`src/rtl/phys_reg_free_list.sv`:
```
// Circular free list of physical register numbers with multi-lane allocate/release
// and a committed head for one-cycle flush recovery. Define FL_DUP_CHECK_EN for duplicate-release detection.
module phys_reg_free_list #(
  parameter int NUM_A_REGS = 32,
  parameter int NUM_P_REGS = 48,
  parameter int ALLOC_W    = 2,
  parameter int REL_W      = 2,
  localparam int DEPTH     = NUM_P_REGS - NUM_A_REGS,
  localparam int PRN_WIDTH = $clog2(NUM_P_REGS),
  localparam int PTR_W     = $clog2(DEPTH) + 1,
  localparam int CNT_W     = $clog2(DEPTH + 1),
  localparam int CC_W      = $clog2(ALLOC_W + 1)
) (
  input  logic                           clk,
  input  logic                           rst,
  input  logic [ALLOC_W-1:0]             alloc_req,
  output logic                           alloc_gnt,
  output logic [ALLOC_W*PRN_WIDTH-1:0]   alloc_prn,
  input  logic [REL_W-1:0]               rel_valid,
  input  logic [REL_W*PRN_WIDTH-1:0]     rel_prn,
  input  logic [CC_W-1:0]                commit_cnt,
  input  logic                           flush,
  output logic [CNT_W-1:0]               free_count,
  output logic                           empty,
  output logic                           overflow_err,
  output logic                           dup_err
);

  localparam int IDX_W = PTR_W - 1;

  logic [PRN_WIDTH-1:0] entry [DEPTH];
  logic [PTR_W-1:0]     head, commit_head, tail;
  logic [PTR_W-1:0]     head_next, commit_next, tail_next;
  logic [CNT_W-1:0]     free_count_q, room, k;
  logic [CC_W-1:0]      n_req, n_g;
  logic                 gnt, ovf_q, ovf_set;
  logic [PRN_WIDTH-1:0] gnt_prn [ALLOC_W];
  logic [REL_W-1:0]     wr_en;
  logic [PRN_WIDTH-1:0] wr_prn [REL_W];
  logic [IDX_W-1:0]     wr_idx [REL_W];

`ifdef FL_DUP_CHECK_EN
  logic [NUM_P_REGS-1:0] is_free;
  logic                  dup_q, dup_set, dup_hit;
  logic [PTR_W-1:0]      squash_n;
`endif

  always_comb begin
    n_req = '0;
    for (int unsigned i = 0; i < ALLOC_W; i++) begin
      n_req = n_req + CC_W'(alloc_req[i]);
      gnt_prn[i] = entry[head[IDX_W-1:0] + IDX_W'(i)];
      alloc_prn[i*PRN_WIDTH +: PRN_WIDTH] = gnt_prn[i];
    end
    gnt         = !rst && !flush && (n_req != '0) && (free_count_q >= CNT_W'(n_req));
    n_g         = gnt ? n_req : '0;
    commit_next = commit_head + PTR_W'(commit_cnt);
    head_next   = flush ? commit_next : head + PTR_W'(n_g);
  end

  // Lanes are compacted in order; capacity is counted against the post-grant occupancy,
  // so once room runs out every later lane is dropped.
  always_comb begin
    room    = CNT_W'(DEPTH) - (free_count_q - CNT_W'(n_g));
    k       = '0;
    ovf_set = 1'b0;
    wr_en   = '0;
`ifdef FL_DUP_CHECK_EN
    dup_set = 1'b0;
    dup_hit = 1'b0;
`endif
    for (int unsigned i = 0; i < REL_W; i++) begin
      wr_prn[i] = rel_prn[i*PRN_WIDTH +: PRN_WIDTH];
      wr_idx[i] = tail[IDX_W-1:0] + IDX_W'(k);
      if (rel_valid[i] && (wr_prn[i] != '0) &&
          ({1'b0, wr_prn[i]} < (PRN_WIDTH+1)'(NUM_P_REGS))) begin
`ifdef FL_DUP_CHECK_EN
        dup_hit = is_free[wr_prn[i]];
        for (int unsigned j = 0; j < i; j++)
          if (wr_en[j] && (wr_prn[j] == wr_prn[i])) dup_hit = 1'b1;
        if (dup_hit) dup_set = 1'b1;
        else
`endif
        if (k >= room) ovf_set = 1'b1;
        else begin
          wr_en[i] = 1'b1;
          k        = k + 1'b1;
        end
      end
    end
    tail_next = tail + PTR_W'(k);
  end

  always_ff @(posedge clk or posedge rst) begin
    if (rst) begin
      for (int unsigned i = 0; i < DEPTH; i++)
        entry[i] <= PRN_WIDTH'(NUM_A_REGS + i);
      head         <= '0;
      commit_head  <= '0;
      tail         <= PTR_W'(DEPTH);
      free_count_q <= CNT_W'(DEPTH);
      ovf_q        <= 1'b0;
    end else begin
      for (int unsigned i = 0; i < REL_W; i++)
        if (wr_en[i]) entry[wr_idx[i]] <= wr_prn[i];
      head         <= head_next;
      commit_head  <= commit_next;
      tail         <= tail_next;
      free_count_q <= CNT_W'(tail_next - head_next);
      if (ovf_set) ovf_q <= 1'b1;
    end
  end

`ifdef FL_DUP_CHECK_EN
  assign squash_n = head - commit_next;

  always_ff @(posedge clk or posedge rst) begin
    if (rst) begin
      for (int unsigned p = 0; p < NUM_P_REGS; p++)
        is_free[p] <= (p >= NUM_A_REGS);
      dup_q <= 1'b0;
    end else begin
      if (gnt)
        for (int unsigned i = 0; i < ALLOC_W; i++)
          if (alloc_req[i]) is_free[gnt_prn[i]] <= 1'b0;
      if (flush)
        for (int unsigned j = 0; j < DEPTH; j++)
          if (PTR_W'(j) < squash_n)
            is_free[entry[commit_next[IDX_W-1:0] + IDX_W'(j)]] <= 1'b1;
      for (int unsigned i = 0; i < REL_W; i++)
        if (wr_en[i]) is_free[wr_prn[i]] <= 1'b1;
      if (dup_set) dup_q <= 1'b1;
    end
  end

  assign dup_err = dup_q;
`else
  assign dup_err = 1'b0;
`endif

  assign alloc_gnt    = gnt;
  assign free_count   = free_count_q;
  assign empty        = (free_count_q == '0);
  assign overflow_err = ovf_q;

`ifndef SYNTHESIS
  always_ff @(posedge clk) begin
    if (!rst) begin
      assert ((alloc_req & (alloc_req + ALLOC_W'(1))) == '0)
        else $error("non-contiguous alloc_req %b", alloc_req);
      assert (PTR_W'(commit_cnt) <= PTR_W'(head - commit_head))
        else $error("commit_cnt %0d exceeds outstanding allocations", commit_cnt);
    end
  end
`endif

endmodule

```
`config.mk`:
```
export PLATFORM = sky130hd
export DESIGN_NAME = phys_reg_free_list
export DESIGN_NICKNAME = d
export VERILOG_FILES = /design/src/rtl/phys_reg_free_list.sv
export SDC_FILE = /design/constraint.sdc
export NUM_CORES = 1
export LEC_CHECK = 0
export ABC_AREA = 1
export CAP_MARGIN = 25
export CORE_ASPECT_RATIO = 0.9
export CORE_MARGIN = 5
export CORE_UTILIZATION = 45
export DETAILED_ROUTE_END_ITERATION = 10
export GPL_TIMING_DRIVEN = 1
export PLACE_DENSITY = 0.71
export SYNTH_ARGS = -nofsm -noshare
export SYNTH_HDL_FRONTEND = slang
export SYNTH_SLANG_ARGS = --single-unit
```
`constraint.sdc`:
```
create_clock -name clk -period 6.7 [get_ports clk]
set_clock_uncertainty 0.2 [all_clocks]
set_input_delay 1.34 -clock clk [delete_from_list [all_inputs] [get_ports clk]]
set_output_delay 1.34 -clock clk [all_outputs]
set_load 0.03 [all_outputs]
```
==> impl_results.rst <==
.. list-table::
   :header-rows: 1

   * - Metric
     - Value
   * - Most instantiated library cell after synthesis
     - sky130_fd_sc_hd__nand2_1
   * - Hold_buf cts
     - 0
   * - Portion of total power attributed to combinational logic
     - 0.577
   * - Max FO, Critical Path
     - 4
   * - Launching element type of the critical path
     - input port
   * - Proportion of synthesized chip area in sequential cells
     - 0.3193
   * - Number of flops mapped to enable cells by yosys
     - 0
   * - Critical-path top delay cell
     - sky130_fd_sc_hd__clkdlybuf4s50_1
   * - Synthesized area divided by synthesized cell count
     - 6.333 um^2
   * - Req. time, crit path
     - 6.85 ns
   * - Number of design-rule violations left by the first detailed-router iteration
     - 1553
   * - Arrival @ worst endpoint
     - 6.44 ns
   * - Number of diodes added for antenna fixing
     - 0
   * - Mean routed wirelength per cell
     - 18.70 um
   * - Post-DRT Antenna Nets
     - 0
   * - Number of global-route vias before repair
     - 9185
   * - Final slew viol count
     - 0
   * - Number of buffers inserted to repair setup after CTS
     - 0
   * - Area of the die
     - 23800 um^2
   * - Global Route Usage Sum
     - 0.2755
   * - Die outline width
     - 162.1 um
   * - Total Routed Length
     - 32830 um
   * - Share of the synthesized area in the top cell type
     - 0.1944
   * - Clock transition at the registers of the reported paths
     - 0.06 ns
   * - Average vias per placed instance
     - 5.809
   * - Setup repair after global routing missed its margin
     - false
   * - Hold slack
     - 0.2825 ns
   * - Stage delay of the slowest cell on the critical path
     - 0.48 ns
   * - Finished Layout Cells
     - 1756
   * - Initial Util
     - 0.4537
   * - DP Wirelength
     - 22330 um
   * - Maximum buffer depth of the clock tree
     - 2
   * - Max Clock Freq
     - 0.1588 GHz
   * - Final Wtd Congestion
     - 0.9936
   * - Status
     - completed
   * - Global-route wire length before repair
     - 51600 um
   * - Post-Synthesis Cells
     - 1479
   * - Area after DPL
     - 9958 um^2
   * - Time the final worst path needs with I/O delays and setup
     - 6.298 ns
   * - Pin slew with the least headroom to its limit
     - 0.9418 ns
   * - Via Count
     - 10200
   * - Clock power frac
     - 0.175
   * - Post-route met1 wirelength
     - 13050 um
   * - Core ar.
     - 20640 um^2
   * - Total of warnings raised by yosys
     - 0
   * - Worst slew margin
     - 0.3714
   * - Max-cap viol count
     - 0
   * - Hold violation total from the final report
     - 0
   * - Number of nets in the finished design
     - 1530
   * - Post-synth top flop
     - sky130_fd_sc_hd__dfrtp_1
   * - DRC violations left
     - 0
   * - Share of power burned in registers
     - 0.248
   * - CTS H-Tree Depth
     - 4
   * - Fraction of power spent switching nets
     - 0.4989
   * - Height of the chip
     - 146.9 um
   * - TritonCTS buffer count
     - 17
   * - Crit Path Category
     - in -> reg
   * - Synth Register Bits
     - 117
   * - Antenna violations before repair
     - 2
   * - Met3 wirelength from detailed routing
     - 4061 um
   * - Placed cells
     - 1724
   * - Most used cell along the critical path
     - sky130_fd_sc_hd__nand2_1
   * - Synth-to-layout area growth
     - 13.59%
   * - Library cell with the largest summed area after synthesis
     - sky130_fd_sc_hd__nand2_1
   * - Remaining global-route overflow
     - 0
   * - HP Class
     - reg -> reg
   * - Endpoint kind of the worst setup timing path
     - flip-flop
   * - Clock latency reported for the late side of the worst-skew pair
     - 0.42 ns
   * - Power per Cell Area
     - 574.4 nW/um^2
   * - Top-level I/O count
     - 42
   * - Number of sinks handled by clock tree synthesis
     - 117
   * - Total nets after synthesis
     - 1526
   * - Share of cells above drive strength 1
     - 0.1076
   * - # fillers
     - 2031
   * - Number of cells upsized or downsized after cts
     - 0
   * - Leading post-synthesis cells by instance count
     - 485 x sky130_fd_sc_hd__nand2_1, 161 x sky130_fd_sc_hd__o21ai_0, 152 x sky130_fd_sc_hd__nor2_1
   * - Maximum number of pins on one net before global-route repair
     - 95
   * - Synthesized cell area
     - 9366 um^2
   * - Maximum ir drop on the vdd rail
     - 177.2 uV
   * - Top cells by area in the synthesized netlist
     - sky130_fd_sc_hd__nand2_1 19%, sky130_fd_sc_hd__dfrtp_1 18%, sky130_fd_sc_hd__dfstp_2 14%
   * - Post-synthesis cell type count
     - 41
   * - Internal Pwr Total
     - 3.062 mW
   * - Port-buffer cells
     - 40
   * - Met2 wire length
     - 14240 um
   * - Final number of setup-violating endpoints
     - 0
   * - Layout Utilization
     - 0.5153
   * - Final standard cell area without fillers
     - 10640 um^2
   * - Highest signal layer in the routed design
     - met5
   * - FP Rows
     - 50
   * - P_sw
     - 3.049 mW
   * - Asr flop ratio synth
     - 1.000
   * - CTS tree
     - done
   * - DR pass1 iterations
     - 6
   * - Cell chosen for the clock root
     - sky130_fd_sc_hd__clkbuf_16
   * - Period utilization
     - 0.9399
   * - Leakage dissipation
     - 5.338 nW
## area by class of cell
class,count,area [um^2],share of cell area
Sequential cell,117,2992,0.2812
Inverter,153,576.8,0.05422
Clock inverter,13,227.7,0.02140
Clock buffer,19,452.9,0.04257
Multi-Input combinational cell,1129,5477,0.5148
Tap cell,260,325.3,0.03058
Timing Repair Buffer,65,588.1,0.05527
## cells in the final DEF (no fill, tap or decap), drive strengths merged, types with 7 or more instances in the layout
| cell | instances |
|---|---|
| nand4 | 36 |
| xnor2 | 7 |
| nand2 | 486 |
| buf | 25 |
| o21ai | 166 |
| nor2 | 164 |
| nand3 | 136 |
| dfstp | 50 |
| ha | 21 |
| inv | 153 |
| clkdlybuf4s50 | 40 |
| xor2 | 10 |
| a21oi | 58 |
| clkbuf | 19 |
| dfrtp | 67 |
| o221ai | 7 |
| o211ai | 11 |
| o2111ai | 7 |
## layer usage
| metal | vias to the layer above | global-route usage |
|---|---|---|
| li1 | 4785 | - |
| met1 | 4683 | 0.3744 |
| met2 | 620 | 0.4121 |
| met3 | 110 | 0.08275 |
| met4 | 2 | 0.1099 |
| met5 | - | 0 |
## cell families (layout without fill, tap and decap cells)
group	count (synthesis)	in the layout	share of synthesized area
AO/OA/AOI/OAI	257	257	0.1477
XOR/XNOR	17	17	0.01790
adder cells (fa/ha/maj)	26	26	0.03874
buffers and inverters	233	250	0.1006
flip-flops	117	117	0.3193
multiplexers	1	1	0.001069
other	1	1	0.0004004
AND/OR/NAND/NOR	827	827	0.3743
## worst max-delay path, delay by kind of cell
family                   cells  cell delay (ns)
adder cells (fa/ha/maj)      9             2.53
AND/OR/NAND/NOR             11             0.87
XOR/XNOR                     3             0.54
AO/OA/AOI/OAI                4             0.50
buffers and inverters        4             0.66
## through the flow
| step | power [mW] | setup slack [ns] | TNS [ns] |
|---|---|---|---|
| floorplan | 3.901 | 0.01107 | 0 |
| global placement | 4.870 | 0.1185 | 0 |
| detailed placement | 4.946 | -0.06700 | -0.06700 |
| CTS | 6.032 | 0.3595 | 0 |
| global route | 6.559 | 0.01211 | 0 |
| finish | 6.111 | 0.4025 | 0 |
## power by group through the flow
stage          Clock [mW]  Combinational, mW  Sequential (mW)
3_3_place_gp            0               3.37             1.50
3_5_place_dp            0               3.43             1.51
5_1_grt              1.11               3.89             1.56
6_report             1.07               3.53             1.52
2_1_floorplan           0               2.51             1.40
4_1_cts              1.08               3.45             1.51
## sequential cells by signal, indices dropped and copies added (netlist names)
name	count
overflow_err	1
tail	5
head	5
free_count	5
commit_head	5
entry	96
## worst paths after layout
| check | from | endpoint | slack, ns | cells after the start |
|---|---|---|---|---|
| worst max-delay path | alloc_req[0] | free_count[4] | 0.40 | 31 |
| worst min register to register | overflow_err | overflow_err | 0.28 | 2 |
| worst max register to register | free_count[1] | free_count[4] | 1.71 | 28 |
| max in group asynchronous | rst | head[0] | 3.81 | 3 |
| worst min-delay path | overflow_err | overflow_err | 0.28 | 2 |
| min in group asynchronous | rst | commit_head[2] | 1.29 | 2 |
No activity file was read; power rests on OpenSTA's default activity.
==> RTL change: new RTL, config.mk and constraints unchanged <==
The parameter `ALLOC_W` goes from 2 to 4.
--- a/src/rtl/phys_reg_free_list.sv
+++ b/src/rtl/phys_reg_free_list.sv
@@ -3,7 +3,7 @@
 module phys_reg_free_list #(
   parameter int NUM_A_REGS = 32,
   parameter int NUM_P_REGS = 48,
-  parameter int ALLOC_W    = 2,
+  parameter int ALLOC_W    = 4,
   parameter int REL_W      = 2,
   localparam int DEPTH     = NUM_P_REGS - NUM_A_REGS,
   localparam int PRN_WIDTH = $clog2(NUM_P_REGS),
Interface: changed (resized alloc_prn, alloc_req and commit_cnt); port bits go from 42 to 57. The function was not compared with the original's and may differ.
==> RTL change against the unedited design <==
- the flow now finishes with violations (negative setup slack)
- routed wire length is 18% higher
- total power is 33% higher
- design area is 17% higher
- synthesized area is 13% higher
- sequential cell count stayed put
- sequential share of layout area is 4.1 points lower
- first-iteration DRC count is 1.2% higher
- worst setup slack worse by 0.42 ns
- combinational power is 56% higher
==> RTL change: results (changes against the unedited design) <==
Timing
  • Sum of negative setup slack: -0.0167 ns (-0.0167 ns)
  • # setup viols final: 1 (+1)
  • Minimum setup slack in the final design: -0.0167 ns (-0.419 ns)

Hold path
  • Hold Path Sink: commit_head[3]$_DFF_PP0_
  • Launch point of the worst hold path: commit_head[3]$_DFF_PP0_
  • Cells on Worst Hold Path: 1 (-1)

Detailed routing
  • Number of detailed-routing iterations run before antenna repair: 8 (+2)
  • Total detailed-routing wirelength: 38.7 mm (+18%)

Status
  • Outcome: finished, violations left
  • Violations in the final reports: negative setup slack

Yosys
  • Mux share of post-synthesis cell area: 7.16% (+7.1 points)
  • Synthesized-area fraction occupied by ao, oa, aoi and oai cells: 8.74% (-6.0 points)
  • Xor/xnor share of the synthesized area: 1.34% (-0.45 points)
  • Synthesized instance count: 1666 (+13%)
  • Sequential-to-total area share from yosys stat: 28.3% (-3.6 points)

Placement
  • Routability cong.: 1.03 (+3.2%)
  • Count of input and output buffers: 55 (+38%)
  • Detailed Place HPWL: 27.2 mm (+22%)

Critical path
  • Stage delay of the slowest cell on the critical path: 0.56 ns (+0.08 ns)
  • Slowest-stage cell, CP: sky130_fd_sc_hd__fa_1

Pwr
  • Sequential Power: 1620 uW (+7%)
  • Reg power frac: 19.9% (-4.9 points)
  • VDD IR max: 0.000821 V (+360%)

Global route
  • Largest net degree at the start of global routing: 78 (-18%)
  • Number of global-route vias before repair: 10500 (+14%)
RTL change: changes by cell type after synthesis, moves of 10 or more:
cell	before	now
sky130_fd_sc_hd__nand2_1	485	620
sky130_fd_sc_hd__mux2i_1	1	71
sky130_fd_sc_hd__nand3_1	132	179
sky130_fd_sc_hd__inv_1	139	119
sky130_fd_sc_hd__buf_2	15	25
sky130_fd_sc_hd__o21ai_0	161	105
sky130_fd_sc_hd__a31oi_1	0	26
sky130_fd_sc_hd__a21oi_1	58	11
sky130_fd_sc_hd__nor2_1	152	183
RTL change: cell type report:
type,count,area (sq um),share of cell area (%)
Tap cell,302,378,3.03
Multi-Input combinational cell,1318,6770,54.2
Timing Repair Buffer,141,1200,9.62
Clock buffer,23,478,3.83
Inverter,134,515,4.13
Clock inverter,9,150,1.20
Sequential cell,117,3000,24.0
RTL change: layer usage:
metal	share of wire [%]	wire length [um]	global-route usage, %	vias to the layer above
met4	2.5	984	8.60	0
met5	0	0	0	-
li1	-	-	-	5510
met1	43	16700	42.1	5494
met2	43	16700	42.5	625
met3	11	4290	6.35	91
RTL change: per-stage QoR:
step / utilization, % / hold WS, ns / worst slack, ns / cell area [sq um]
2_1_floorplan: - / 0.247 / -0.716 / 10700
3_3_place_gp: 50.0 / 0.271 / -0.876 / 11600
3_5_place_dp: 50.1 / 0.269 / -1.09 / 11600
4_1_cts: 53.4 / 0.281 / 0.00630 / 12400
5_1_grt: 53.8 / 0.304 / -0.293 / 12500
6_report: 53.8 / 0.282 / -0.0167 / 12500
RTL change: what timing repair did:
item | 4_1_cts | 5_1_grt
gates resized for setup | 18 | 13
pin swaps | 21 | 2
hold endpoints to repair | 0 | 0
setup buffers | 17 | 3
endpoints found under the setup margin | 100 | 93
RTL change: kinds of logic after synthesis:
kind of cell | after synthesis
other | 1
XOR/XNOR | 14
AO/OA/AOI/OAI | 167
multiplexers | 75
flip-flops | 117
adder cells (fa/ha/maj) | 34
AND/OR/NAND/NOR | 1027
buffers and inverters | 231
RTL change: how the worst max path moves through the flow:
stage                                   end  cells past startpoint    startpoint  slack, ns
finish              free_count[4]$_DFF_PP1_                     37  alloc_req[3]      -0.02
global route        free_count[4]$_DFF_PP1_                     37  alloc_req[3]      -0.29
CTS                 free_count[4]$_DFF_PP1_                     37  alloc_req[3]      0.006
detailed placement  free_count[4]$_DFF_PP1_                     39  alloc_req[3]      -1.09
global placement    free_count[4]$_DFF_PP1_                     37  alloc_req[3]      -0.88
floorplan           free_count[4]$_DFF_PP1_                     39  alloc_req[3]      -0.72
RTL change: worst max-delay path, delay by kind of cell:
| family | cells | cell delay [ns] |
|---|---|---|
| compound gates | 4 | 0.38 |
| xor+xnor | 3 | 0.52 |
| fa+ha+maj | 11 | 3.21 |
| buf+inv | 7 | 0.34 |
| simple gates | 12 | 1.08 |
